[src/rtl/fsub_round_pack_if.sv]
// Handshake and data bundle between the subtract stage, this block and its consumer.
// FSUB_STAT_CNT_EN adds the saturating overflow/underflow counters.
interface fsub_round_pack_if;
  logic        in_valid;
  logic        in_ready;
  logic        sign_in;
  logic [24:0] m_in;
  logic        round_in;
  logic [7:0]  exp_big;
  logic [7:0]  norm_shift;
  logic        out_valid;
  logic        out_ready;
  logic [31:0] result;
  logic        ovf;
  logic        unf;
  logic        zero;
`ifdef FSUB_STAT_CNT_EN
  logic [15:0] ovf_cnt;
  logic [15:0] unf_cnt;
`endif

  modport slave (
    input  in_valid, sign_in, m_in, round_in,
    input  exp_big, norm_shift, out_ready,
    output in_ready, out_valid, result,
    output ovf, unf, zero
`ifdef FSUB_STAT_CNT_EN
    , output ovf_cnt, unf_cnt
`endif
  );

  modport master (
    output in_valid, sign_in, m_in, round_in,
    output exp_big, norm_shift, out_ready,
    input  in_ready, out_valid, result,
    input  ovf, unf, zero
`ifdef FSUB_STAT_CNT_EN
    , input ovf_cnt, unf_cnt
`endif
  );
endinterface

[src/rtl/fsub_round_pack.sv]
// Round, exponent fix-up and binary32 pack: two-stage valid/ready pipeline.
// FSUB_STAT_CNT_EN enables saturating ovf/unf transfer counters.
module fsub_round_pack #(
  parameter int EXP_W = 8,
  parameter int MAN_W = 23
) (
  input logic             clk,
  input logic             rst,
  fsub_round_pack_if.slave bus
);
  localparam int EW = EXP_W + 2;
  localparam logic signed [EW-1:0] EMAX =
    {2'b00, {EXP_W{1'b1}}};

  logic                 s1_valid_q;
  logic                 s1_sign_q;
  logic                 s1_zero_q;
  logic [MAN_W:0]       s1_frac_q;
  logic signed [EW-1:0] s1_exp_q;

  logic                 s2_valid_q;
  logic [31:0]          s2_res_q;
  logic                 s2_ovf_q;
  logic                 s2_unf_q;
  logic                 s2_zero_q;

  logic                 s1_load;
  logic                 s2_load;
  logic [MAN_W:0]       frac_d;
  logic signed [EW-1:0] exp_d;

  logic                 carry;
  logic signed [EW-1:0] e_f;
  logic [MAN_W-1:0]     frac_f;
  logic [31:0]          res_d;
  logic                 ovf_d;
  logic                 unf_d;
  logic                 zero_d;

  assign s2_load      = !s2_valid_q || bus.out_ready;
  assign s1_load      = !s1_valid_q || s2_load;
  assign bus.in_ready = s1_load;

  assign frac_d = {1'b0, bus.m_in[MAN_W:1]}
                + {{MAN_W{1'b0}}, bus.round_in};
  assign exp_d  = $signed({2'b00, bus.exp_big})
                - $signed({2'b00, bus.norm_shift});

  // Rounding carry renormalizes: fraction wraps to 0, exponent bumps.
  assign carry  = s1_frac_q[MAN_W];
  assign e_f    = s1_exp_q
                + $signed({{(EW-1){1'b0}}, carry});
  assign frac_f = carry ? '0 : s1_frac_q[MAN_W-1:0];

  always_comb begin
    res_d  = '0;
    ovf_d  = 1'b0;
    unf_d  = 1'b0;
    zero_d = 1'b0;
    if (s1_zero_q) begin
      zero_d = 1'b1;
    end else if (e_f <= 0) begin
      res_d = {s1_sign_q, 31'b0};
      unf_d = 1'b1;
    end else if (e_f >= EMAX) begin
      res_d = {s1_sign_q, {EXP_W{1'b1}}, {MAN_W{1'b0}}};
      ovf_d = 1'b1;
    end else begin
      res_d = {s1_sign_q, e_f[EXP_W-1:0], frac_f};
    end
  end

  always_ff @(posedge clk) begin
    if (rst) begin
      s1_valid_q <= 1'b0;
      s1_sign_q  <= 1'b0;
      s1_zero_q  <= 1'b0;
      s1_frac_q  <= '0;
      s1_exp_q   <= '0;
      s2_valid_q <= 1'b0;
      s2_res_q   <= '0;
      s2_ovf_q   <= 1'b0;
      s2_unf_q   <= 1'b0;
      s2_zero_q  <= 1'b0;
    end else begin
      if (s1_load) begin
        s1_valid_q <= bus.in_valid;
        if (bus.in_valid) begin
          s1_sign_q <= bus.sign_in;
          s1_zero_q <= (bus.m_in == '0);
          s1_frac_q <= frac_d;
          s1_exp_q  <= exp_d;
        end
      end
      if (s2_load) begin
        s2_valid_q <= s1_valid_q;
        s2_res_q   <= s1_valid_q ? res_d : '0;
        s2_ovf_q   <= s1_valid_q && ovf_d;
        s2_unf_q   <= s1_valid_q && unf_d;
        s2_zero_q  <= s1_valid_q && zero_d;
      end
    end
  end

  assign bus.out_valid = s2_valid_q;
  assign bus.result    = s2_res_q;
  assign bus.ovf       = s2_ovf_q;
  assign bus.unf       = s2_unf_q;
  assign bus.zero      = s2_zero_q;

`ifdef FSUB_STAT_CNT_EN
  logic        xfer;
  logic [15:0] ovf_cnt_q;
  logic [15:0] ovf_cnt_d;
  logic [15:0] unf_cnt_q;
  logic [15:0] unf_cnt_d;

  assign xfer = s2_valid_q && bus.out_ready;

  always_comb begin
    ovf_cnt_d = ovf_cnt_q;
    unf_cnt_d = unf_cnt_q;
    if (xfer && s2_ovf_q && ovf_cnt_q != 16'hFFFF)
      ovf_cnt_d = ovf_cnt_q + 16'd1;
    if (xfer && s2_unf_q && unf_cnt_q != 16'hFFFF)
      unf_cnt_d = unf_cnt_q + 16'd1;
  end

  always_ff @(posedge clk) begin
    if (rst) begin
      ovf_cnt_q <= '0;
      unf_cnt_q <= '0;
    end else begin
      ovf_cnt_q <= ovf_cnt_d;
      unf_cnt_q <= unf_cnt_d;
    end
  end

  assign bus.ovf_cnt = ovf_cnt_q;
  assign bus.unf_cnt = unf_cnt_q;
`endif
endmodule

[src/flat_wrapper.sv]
// flat-port wrapper written by rule: the top's interface ports become plain ports
module fsub_round_pack_flat 
#(
  parameter int EXP_W = 8,
  parameter int MAN_W = 23
)
  (clk, rst, bus_in_valid, bus_sign_in, bus_m_in, bus_round_in, bus_exp_big, bus_norm_shift, bus_out_ready, bus_in_ready, bus_out_valid, bus_result, bus_ovf, bus_unf, bus_zero);
  fsub_round_pack_if bus_i ();
  input logic clk;
  input logic rst;
  input wire logic [$bits(bus_i.in_valid)-1:0] bus_in_valid;
  input wire logic [$bits(bus_i.sign_in)-1:0] bus_sign_in;
  input wire logic [$bits(bus_i.m_in)-1:0] bus_m_in;
  input wire logic [$bits(bus_i.round_in)-1:0] bus_round_in;
  input wire logic [$bits(bus_i.exp_big)-1:0] bus_exp_big;
  input wire logic [$bits(bus_i.norm_shift)-1:0] bus_norm_shift;
  input wire logic [$bits(bus_i.out_ready)-1:0] bus_out_ready;
  output wire logic [$bits(bus_i.in_ready)-1:0] bus_in_ready;
  output wire logic [$bits(bus_i.out_valid)-1:0] bus_out_valid;
  output wire logic [$bits(bus_i.result)-1:0] bus_result;
  output wire logic [$bits(bus_i.ovf)-1:0] bus_ovf;
  output wire logic [$bits(bus_i.unf)-1:0] bus_unf;
  output wire logic [$bits(bus_i.zero)-1:0] bus_zero;
  assign bus_i.in_valid = bus_in_valid;
  assign bus_i.sign_in = bus_sign_in;
  assign bus_i.m_in = bus_m_in;
  assign bus_i.round_in = bus_round_in;
  assign bus_i.exp_big = bus_exp_big;
  assign bus_i.norm_shift = bus_norm_shift;
  assign bus_i.out_ready = bus_out_ready;
  assign bus_in_ready = bus_i.in_ready;
  assign bus_out_valid = bus_i.out_valid;
  assign bus_result = bus_i.result;
  assign bus_ovf = bus_i.ovf;
  assign bus_unf = bus_i.unf;
  assign bus_zero = bus_i.zero;
  fsub_round_pack #(.EXP_W(EXP_W), .MAN_W(MAN_W)) u_core (.clk(clk), .rst(rst), .bus(bus_i));
endmodule
[config.mk]
export PLATFORM = sky130hd
export DESIGN_NAME = fsub_round_pack_flat
export DESIGN_NICKNAME = d
export VERILOG_FILES = /design/src/rtl/fsub_round_pack_if.sv /design/src/rtl/fsub_round_pack.sv /design/src/flat_wrapper.sv
export SDC_FILE = /design/constraint.sdc
export NUM_CORES = 1
export LEC_CHECK = 0
export CORE_MARGIN = 1.5
export CORE_UTILIZATION = 30
export CTS_BUF_LIST = sky130_fd_sc_hd__clkbuf_16
export DETAILED_ROUTE_END_ITERATION = 10
export SYNTH_ARGS = -nofsm -noshare
export SYNTH_HDL_FRONTEND = slang
export SYNTH_SLANG_ARGS = --single-unit
export TNS_END_PERCENT = 30
[constraint.sdc]
create_clock -name clk -period 3.3 [get_ports clk]
set_input_delay 0.825 -clock clk [delete_from_list [all_inputs] [get_ports clk]]
set_output_delay 0.825 -clock clk [all_outputs]
set_load 0.05 [all_outputs]
# Word-level counts from Yosys, hierarchy flattened

Index checks and enable logic that the tools add are counted.

$add $sub $neg: 3
$lt $le $gt $ge: 2
Multiplexer cells: 11
Reductions and logical operators: 9

Operator list:

| operator                                                        | count |
|---|---|
| two-way mux 32 bit                                              | 2 |
| two-way mux 31 bit                                              | 2 |
| logical NOT 25 bit                                              | 1 |
| adder 23 x 1 -> 24 bit                                          | 1 |
| two-way mux 23 bit                                              | 1 |
| adder 10 x 2 -> 10 bit                                          | 1 |
| >= comparator 10 x 9 -> 1 bit, second input constant            | 1 |
| less-or-equal comparator 10 x 1 -> 1 bit, second input constant | 1 |
| subtractor 8 x 8 -> 9 bit                                       | 1 |
| two-way mux 1 bit                                               | 6 |
| logical AND 1 bit                                               | 3 |
| logical NOT 1 bit                                               | 2 |
| logical OR 1 bit                                                | 2 |
| AND reduction 2 bit                                             | 1 |

Flip-flop bits (word level): 73
Bits of input ports: 47
Output and inout bits: 37
Logic and storage cells: 35

# Logic depth before layout (Yosys ltp)

Gate-level depths: netlist of run 1.

Word-level depth: 6
Gate-level depth with buffers: 9
Gate-level depth less buffers: 9

# Worst setup path after synthesis of run 1

OpenSTA, ideal clock, no wires.

Path type: input to register
Start: in bus_round_in
End: reg u_core.s1_frac_q[22]
Library setup time: 0.086 ns
Arrival: 2.483 ns
Data required time: 3.214 ns
Slack: 0.732 ns
Stages on the path: 8
Buffers on the path: 0
Path through: ha_1 -> ha_1 -> inv_1 -> or4_1 -> nor2_1 -> nand4_1 -> xor2_1 -> a211oi_1

Cells in the longest elaborated chain, start to end: 1

Ends and longest elaborated chain:

| item                   | RTL line              | text |
|---|---|---|
| start: declaration     | flat_wrapper.sv:14    | `input wire logic [$bits(bus_i.round_in)-1:0] bus_round_in;` |
| adder 23 x 1 -> 24 bit | fsub_round_pack.sv:45 | `+ {{MAN_W{1'b0}}, bus.round_in};` |
| end signal: assignment | fsub_round_pack.sv:91 | `s1_frac_q <= frac_d;` |
| end: declaration       | fsub_round_pack.sv:18 | `logic [MAN_W:0] s1_frac_q;` |

Every way passes these cells.
A chain may end at the register's enable or synchronous reset.

# Worst setup path after layout of run 1

Start: in bus_m_in[1]
End: reg u_core.s1_frac_q[22]

Cells in the longest elaborated chain, start to end: 1

Ends and longest elaborated chain:

| item                   | RTL line              | text |
|---|---|---|
| start: declaration     | flat_wrapper.sv:13    | `input wire logic [$bits(bus_i.m_in)-1:0] bus_m_in;` |
| adder 23 x 1 -> 24 bit | fsub_round_pack.sv:45 |  |

Every way passes these cells.

==> results.toml, run 1 <==
[status]
run_status = "finished clean"

[sta]
setup_slack_ns = 0.393
hold_viol = 0
setup_viol = 0
rsz0062_at_grt = "no"
worst_pin_slew_ns = 0.704
layout_min_cycle_time_ns = 2.91
max_freq_ghz = 0.344
fin_skew_ns = 0.00370
slew_headroom_pct = 53.0
tns_ns = 0
post-route-period-util_pct = 88.1
slew_violations = 0

[cells_and_area]
insertedDiodeCount = 0
syn_to_final_growth_pct = 34.5
final_nets = 592
drive_above_1_share_pct = 5.41
final_cell_mix = "clkdlybuf4s50_1 (82), dfxtp_1 (72), nand2_1 (66), nand3_1 (44), nor2_1 (39)"
final_common_cell = "clkdlybuf4s50_1"

[grt]
grt_max_degree = 54
grt_pass1_wl_mm = 15.9
grt_use_met2_pct = 22.6
met3_usage_pct = 3.67
top_usage_layer = "met1"
grt.overflow.total = 0
grt_pass1_vias = 3272
antenna_found_initial = 0
use_met1_pct = 22.7
gr-usage-all-layers_pct = 15.5

[clocking]
numCtsBuffers = 9
cts_resized = 0
cts_hold_buf = 0
clkTransAtPathRegs_ns = 0.06
insertion_delay_ns = 0.33
clkSinkCount = 72
cts_tree = "built"
postCtsSetupBuffers = 0
clockRootBuffer = "clkbuf_16"
cts_buffer_depth = 2
htreeDepth = 3

[synth]
synth-edff-count = 0
yosys.area.top_type_share_pct = 39.1
yosysWarnings = 0
yosysTopAreaCell = "dfxtp_1"
syn_area_per_cell_um2 = 7.99
synth_cells = 462
synth.distinct_cells = 49
synthesis.area_um2 = 3690
synth_nets = 523
synth-seq-area-share_pct = 39.1
synthFlopType = "dfxtp_1"
synth-seq-cells = 72
synth-async-reset-ratio_pct = 0
yosys-top-cells-area = "dfxtp_1 (39%), nand2_1 (6.7%), nand3_1 (6.0%)"

[drt]
drt_iter0_drc = 220
vias = 3428
routed_wl_mm = 9.66
drc = 0
drt-pass1-iter-count = 4
wl_per_cell_um = 14.1
route.antenna.remaining_nets = 0
viasPerCell = 5.02

[setup_path]
arrival_ns = 3.15
end_kind = "flop"
r2r_setup_slack_ns = 0.51
critical_path_class = "input pin to flop"
worstReg2RegStart = "u_core.s1_frac_q[23]"
r2r_end = "u_core.bus.result[2]"
r2r_cells = 8
worstSetupEndpoint = "u_core.s1_frac_q[22]"
critPathRequiredTime_ns = 3.54
crit_start = "bus_m_in[1]"
cp_max_fo = 4
worst_setup_path_start_kind = "input pin"

[power]
power.share.switching_pct = 25.7
p_clk_share_pct = 45.9
sequentialPowerShare_pct = 39.1
p_int_mw = 1.81
ir_drop_mv = 0.230
power.share.combinational_pct = 15.0
power.leakage_nw = 1.73
power_density_nw_per_um2 = 490
switchingPower_uw = 625

[die]
dieArea_um2 = 13000
core_area_um2 = 12000
rows = 40
io_pins = 84
dieWidth_um = 114
initial_core_util_pct = 30.7
die_h_um = 114

[placed_design]
pre_cts_ws_ns = 0.0685
dp_hpwl_mm = 6.93
gp_congestion = 0.854
io_buffers = 83

[hold_path]
hold_class = "flop to flop"

[flow_run]
drv_cap = 0
==> worst min path at each step <==
stage                    startpoint               endpoint  slack, ns  cells past startpoint
6_report        u_core.s1_frac_q[5]   u_core.bus.result[5]       0.46                      2
5_1_grt         u_core.s1_frac_q[0]    u_core.s1_frac_q[0]       0.47                      2
4_1_cts         u_core.s1_frac_q[0]    u_core.s1_frac_q[0]       0.46                      2
3_5_place_dp    u_core.s1_frac_q[3]   u_core.bus.result[3]       0.45                      2
3_3_place_gp    u_core.s1_frac_q[3]   u_core.bus.result[3]       0.44                      2
2_1_floorplan  u_core.s1_frac_q[17]  u_core.bus.result[17]       0.43                      2
==> stage by stage <==
stage	cells	hold slack (ns)	cell area, µm²	util [%]	power (mW)
finish	683	0.456	4960	41.3	2.43
global route	683	0.470	4960	41.3	2.54
CTS	683	0.460	4960	41.3	2.46
detailed placement	667	0.448	4620	38.4	1.34
global placement	667	0.442	4620	38.4	1.33
floorplan	462	0.429	3690	-	1.19
==> kinds of logic after synthesis <==
kind of cell | synth area share, %
simple gates | 25.1
compound gates | 18.3
flops | 39.1
buf+inv | 5.56
xor+xnor | 7.12
fa+ha+maj | 4.95
==> area by class of cell <==
| type | instances | area (µm²) |
|---|---|---|
| fill | 1186 | 7050 |
| multi-input combinational | 342 | 2050 |
| sequential | 72 | 1440 |
| timing repair buffer | 88 | 878 |
| clock buffer | 9 | 225 |
| tap | 147 | 184 |
| clock inverter | 7 | 120 |
| inverter | 18 | 67.6 |
==> cell usage after synthesis, types with 2 or more instances <==
master    number
nand3b_1       4
a221oi_1       8
o31ai_1        3
nor4_1         8
nand2b_1       2
clkbuf_1      23
xnor2_1       15
nand3_1       44
or3_4          2
nor3_1         8
o21ai_0       26
buf_1          2
nor2b_1        2
nor2_1        39
o21ai_1        3
nand4_1        7
a211oi_1      22
nand2_1       66
buf_6          3
buf_2          2
and2_1         2
xor2_1        15
and4_1         2
a21oi_1       25
inv_1         18
dfxtp_1       72
and3_1         3
or3_1          2
ha_1          13
o211ai_1       2
==> metal layers <==
| layer | routed length (µm) | up-vias |
|---|---|---|
| li1 | - | 1789 |
| met1 | 5030 | 1562 |
| met2 | 4140 | 67 |
| met3 | 384 | 10 |
| met4 | 115 | 0 |
| met5 | 0 | - |
==> worst max-delay path, stage by stage <==
cell	delay (ns)
clkdlybuf4s50_1	0.49
ha_1	0.20
ha_1	0.22
inv_1	0.07
or4_1	0.58
nor2_1	0.25
nand4_1	0.14
xor2_1	0.16
a211oi_1	0.21
==> power groups by stage <==
stage | Sequential, mW | Combinational [mW] | Clock (mW)
final | 0.952 | 0.365 | 1.12
after global routing | 0.958 | 0.401 | 1.18
after CTS | 0.951 | 0.368 | 1.14
after detailed placement | 0.971 | 0.366 | 0
after global placement | 0.968 | 0.361 | 0
after floorplan | 0.986 | 0.209 | 0
==> sequential cells by signal, indices dropped and copies added, names as in the netlist <==
name / flops
u_core.s1_zero_q: 1
u_core.s1_exp_q: 9
u_core.s1_sign_q: 1
u_core.bus.result: 32
u_core.bus.zero: 1
u_core.bus.out_valid: 1
u_core.s1_frac_q: 24
u_core.s1_valid_q: 1
u_core.bus.ovf: 1
u_core.bus.unf: 1
Power figures use the tool's default switching activity.
==> run 2, diff against run 1 <==
clock period = 3.2 ns   (was 3.3 ns; I/O delays follow)
==> run 2 against run 1 <==
Effect of this change:
- final area fell by 0.86%
- critical path type unchanged
- global-route usage fell by 0.077 points
- via count barely moved
- sequential share of layout area rose by 0.25 points
- register-to-register slack got worse by 0.10 ns
- critical path depth did not move
- clock skew rose by 0.0025 ns
- hold slack barely moved
==> results.toml, run 2 (same netlist as run 1, synthesis figures left out) <==
[status]
run_status = "finished clean"

[sta]
max_freq_ghz = 0.357
fin_skew_ns = 0.00619
setup_viol = 0
rsz0062_at_grt = "no"
post-route-period-util_pct = 87.6
tns_ns = 0
layout_min_cycle_time_ns = 2.80
hold_viol = 0
worst_pin_slew_ns = 0.679
slew_headroom_pct = 54.6
slew_violations = 0

[die]
initial_core_util_pct = 30.7
dieArea_um2 = 13000
die_h_um = 114
core_area_um2 = 12000
dieWidth_um = 114
io_pins = 84
rows = 40

[clocking]
cts_buffer_depth = 2
cts_tree = "built"
insertion_delay_ns = 0.32
clkTransAtPathRegs_ns = 0.06
cts_resized = 0
cts_hold_buf = 0
htreeDepth = 3
clockRootBuffer = "clkbuf_16"
numCtsBuffers = 9
postCtsSetupBuffers = 0
clkSinkCount = 72

[setup_path]
critPathRequiredTime_ns = 3.44
end_kind = "flop"
worst_setup_path_start_kind = "input pin"
critPathMaxStageDelay_ns = 0.54
cp_max_fo = 4
slowest_stage = "or4_1"
cpMostUsedCell = "ha_1"
worstPathCellList = "clkdlybuf4s50_1 > ha_1 > ha_1 > inv_1 > or4_1 > nor2_1 > nand4_1 > xor2_1 > a211oi_1"
arrival_ns = 3.04
critPathTopFamily = "simple AND/OR/NAND/NOR gates"
crit_buf_inv = 2
critical_path_class = "input pin to flop"

[grt]
gr-usage-all-layers_pct = 15.4
grt_pass1_wl_mm = 16.1
grt_max_degree = 54
grt_pass1_vias = 3315
grt.overflow.total = 0
antenna_found_initial = 0

[power]
ir_drop_mv = 0.308
power.leakage_nw = 1.72
power_density_nw_per_um2 = 472

[drt]
wl_per_cell_um = 14.0
drt_iter0_drc = 127
vias = 3425
drt-pass1-iter-count = 4
drc = 0
routed_wl_mm = 9.59
viasPerCell = 5.00
route.antenna.remaining_nets = 0

[placed_design]
io_buffers = 83
gp_congestion = 0.862
dp_hpwl_mm = 6.98

[cells_and_area]
final_cell_mix = "clkdlybuf4s50_1 (82), dfxtp_1 (72), nand2_1 (66), nand3_1 (44), nor2_1 (39)"
syn_to_final_growth_pct = 33.3
final_common_cell = "clkdlybuf4s50_1"
drive_above_1_share_pct = 5.76
fin_util_pct = 41.0
insertedDiodeCount = 0
final_nets = 594
largest_reg_flops = 32

[flow_run]
drv_cap = 0

[hold_path]
hold_class = "flop to flop"
-- run 2: cell count changes in the layout (fill, tap and decap cells not counted) --
cell       change
buf_4          +2
bufinv_16      -2
clkinv_4       -2
clkinv_2       +4
-- run 2: layer usage --
metal  GRT usage [%]  part of all wire (%)  wire length (µm)  up-vias
met5               0                     0                 0        -
met4            4.67                   1.1               106        0
met3            2.66                   4.5               427        6
met2            22.8                    42              4010       76
met1            22.7                    53              5050     1558
li1                -                     -                 -     1785
-- run 2: area by class of cell --
cell class,count,area (µm²)
sequential,72,1440
inverter,18,67.6
clock inverter,7,62.6
multi-input combinational,342,2050
clock buffer,9,225
fill,1206,7090
timing repair buffer,90,893
tap,147,184
-- run 2: final timing paths --
check,start,end,slack (ns),cells past startpoint
setup / recovery,bus_m_in[1],u_core.s1_frac_q[22],0.40,9
hold / removal,u_core.s1_frac_q[18],u_core.bus.result[18],0.46,2
setup reg to reg,u_core.s1_exp_q[0],u_core.bus.result[6],0.41,8
hold reg to reg,u_core.s1_frac_q[18],u_core.bus.result[18],0.46,2
-- run 2: where the power goes --
part / total [mW] / switching [mW] / internal, mW
registers: 0.981 / 0.0393 / 0.941
logic: 0.376 / 0.213 / 0.163
clock network: 0.964 / 0.368 / 0.596
-- run 2: per-stage QoR --
| step | setup WS (ns) | cells | power, mW | instance area [µm²] | hold WS, ns |
|---|---|---|---|---|---|
| 3_5_place_dp | 0.102 | 669 | 1.38 | 4630 | 0.445 |
| 5_1_grt | 0.220 | 685 | 2.43 | 4920 | 0.483 |
| 4_1_cts | 0.391 | 685 | 2.35 | 4920 | 0.461 |
| 6_report | 0.397 | 685 | 2.32 | 4920 | 0.455 |
| 3_3_place_gp | 0.116 | 669 | 1.37 | 4630 | 0.438 |
| 2_1_floorplan | 0.657 | 462 | 1.23 | 3690 | 0.429 |
-- run 2: worst reg2reg max path: stages (launching register included) --
cell and delay [ns]:
dfxtp_1 0.34, ha_1 0.21, ha_1 0.22, xor2_1 0.18
or3_1 0.32, or3_4 0.41, o31ai_4 0.45, or3_4 0.38
o21ai_0 0.15
==> run 3, diff against run 2 <==
--- a/config.mk
+++ b/config.mk
@@ -7,3 +7,2 @@
 export LEC_CHECK = 0
-export CORE_MARGIN = 1.5
 export CORE_UTILIZATION = 30
--- a/constraint.sdc
+++ b/constraint.sdc
@@ -3,2 +3,2 @@
 set_output_delay 0.8 -clock clk [all_outputs]
-set_load 0.05 [all_outputs]
+set_load 0.005 [all_outputs]
==> run 3 against run 2 <==
Effect of this change:
- utilization is 0.23 points lower
- maximum frequency is 1.7% lower
- critical endpoint is now u_core.bus.result[11]
- worst setup slack worse by 0.049 ns
- register-to-register slack worse by 0.06 ns
- global-route usage is 0.52 points higher
- hold slack worse by 0.0015 ns
- sequential cell count stayed put
- via count is 1.3% higher
==> results.toml, run 3 (same netlist as run 1, synthesis figures left out) <==
[power]
power.leakage_nw = 1.71
ir_drop_mv = 0.269
power_density_nw_per_um2 = 444

[hold_path]
hold_class = "flop to flop"
min-delay-start = "u_core.s1_frac_q[17]"

[cells_and_area]
final_cell_mix = "clkdlybuf4s50_1 (83), dfxtp_1 (72), nand2_1 (66), nand3_1 (44), nor2_1 (39)"
final_cell_count_no_fill = 683
n_fill_cell = 1257
syn_to_final_growth_pct = 32.6
final_nets = 594
drive_above_1_share_pct = 4.48
insertedDiodeCount = 0
largest_reg_flops = 32
final_common_cell = "clkdlybuf4s50_1"
seqCellArea_um2 = 1440
multi_input_area_um2 = 2050

[clocking]
clkTransAtPathRegs_ns = 0.05
htreeDepth = 3
postCtsSetupBuffers = 0
clkSinkCount = 72
cts_resized = 0
numCtsBuffers = 9
cts_hold_buf = 0
cts_tree = "built"
insertion_delay_ns = 0.32
cts_buffer_depth = 2
clockRootBuffer = "clkbuf_16"

[die]
initial_core_util_pct = 30.7
die_h_um = 113
dieArea_um2 = 12800
io_pins = 84
core_area_um2 = 12000
rows = 40
dieWidth_um = 113

[sta]
setup_viol = 0
layout_min_cycle_time_ns = 2.85
max_freq_ghz = 0.351
hold_viol = 0
worst_pin_slew_ns = 0.581
post-route-period-util_pct = 89.1
tns_ns = 0
slew_violations = 0
fin_skew_ns = 0.00620
rsz0062_at_grt = "no"
slew_headroom_pct = 61.0

[grt]
grt_pass1_vias = 3260
grt_max_degree = 54
gr-usage-all-layers_pct = 15.9
antenna_found_initial = 0
grt_pass1_wl_mm = 16.2
grt.overflow.total = 0

[placed_design]
dp.cells = 669
gp_congestion = 0.876
io_buffers = 83
dp_hpwl_mm = 7.00

[status]
run_status = "finished clean"

[setup_path]
crit_start = "u_core.s1_exp_q[0]"
arrival_ns = 3.04
critical_path_class = "flop to flop"
worst_setup_path_start_kind = "flop"
cp_max_fo = 23
end_kind = "flop"
worstReg2RegStart = "u_core.s1_exp_q[0]"
critPathRequiredTime_ns = 3.39

[flow_run]
drv_cap = 0

[drt]
drc = 0
route.antenna.remaining_nets = 0
vias = 3469
wl_per_cell_um = 14.1
viasPerCell = 5.08
routed_wl_mm = 9.64
drt_iter0_drc = 181
drt-pass1-iter-count = 4
## run 3: cell count changes in the layout (fill, tap and decap cells not counted)
cell	change
buf_12	+1
clkinv_1	+1
clkdlybuf4s50_1	+1
inv_1	+3
clkinv_2	-4
clkinvlp_4	-1
bufinv_16	-1
buf_4	-2
## run 3: power by group
| part | total (mW) | switching, mW | internal [mW] | leakage, nW |
|---|---|---|---|---|
| clock network | 0.843 | 0.341 | 0.502 | 0.132 |
| registers | 0.982 | 0.0404 | 0.942 | 0.589 |
| logic | 0.347 | 0.182 | 0.165 | 0.989 |
## run 3: worst max-delay path, cell delays in order, from the launching register on
cell,delay (ns)
dfxtp_1,0.34
ha_1,0.21
ha_1,0.22
xor2_1,0.19
or3_1,0.33
or3_4,0.41
o31ai_4,0.48
or3_4,0.39
o21ai_0,0.15
## run 3: path summary, 6_finish.rpt
check | to | slack [ns] | cells after the start
min reg2reg | u_core.bus.result[17] | 0.45 | 2
max | u_core.bus.result[11] | 0.35 | 8
max reg2reg | u_core.bus.result[11] | 0.35 | 8
min | u_core.bus.result[17] | 0.45 | 2
## run 3: through the flow
stage | setup slack, ns | hold slack, ns | instance area (µm²) | util (%) | power, mW
after detailed placement | 0.00959 | 0.450 | 4650 | 38.7 | 1.35
after CTS | 0.341 | 0.457 | 4890 | 40.7 | 2.19
final | 0.348 | 0.454 | 4890 | 40.7 | 2.17
after global placement | 0.0576 | 0.441 | 4650 | 38.7 | 1.34
after floorplan | 0.657 | 0.429 | 3690 | - | 1.20
after global routing | 0.124 | 0.479 | 4890 | 40.7 | 2.28
## run 3: layout make-up
class	count	share of cell area [%]
clock buffers	9	4.60
clock inverters	5	0.409
inverters	18	1.38
multi-input cells	342	41.8
flip-flops and latches	72	29.5
well taps	147	3.76
repair buffers	90	18.6
## run 3: layer usage
layer	vias up	track usage [%]	wire length [µm]
li1	1791	-	-
met1	1591	22.8	4980
met2	78	23.8	4140
met3	9	2.41	377
met4	0	6.40	141
met5	-	0	0
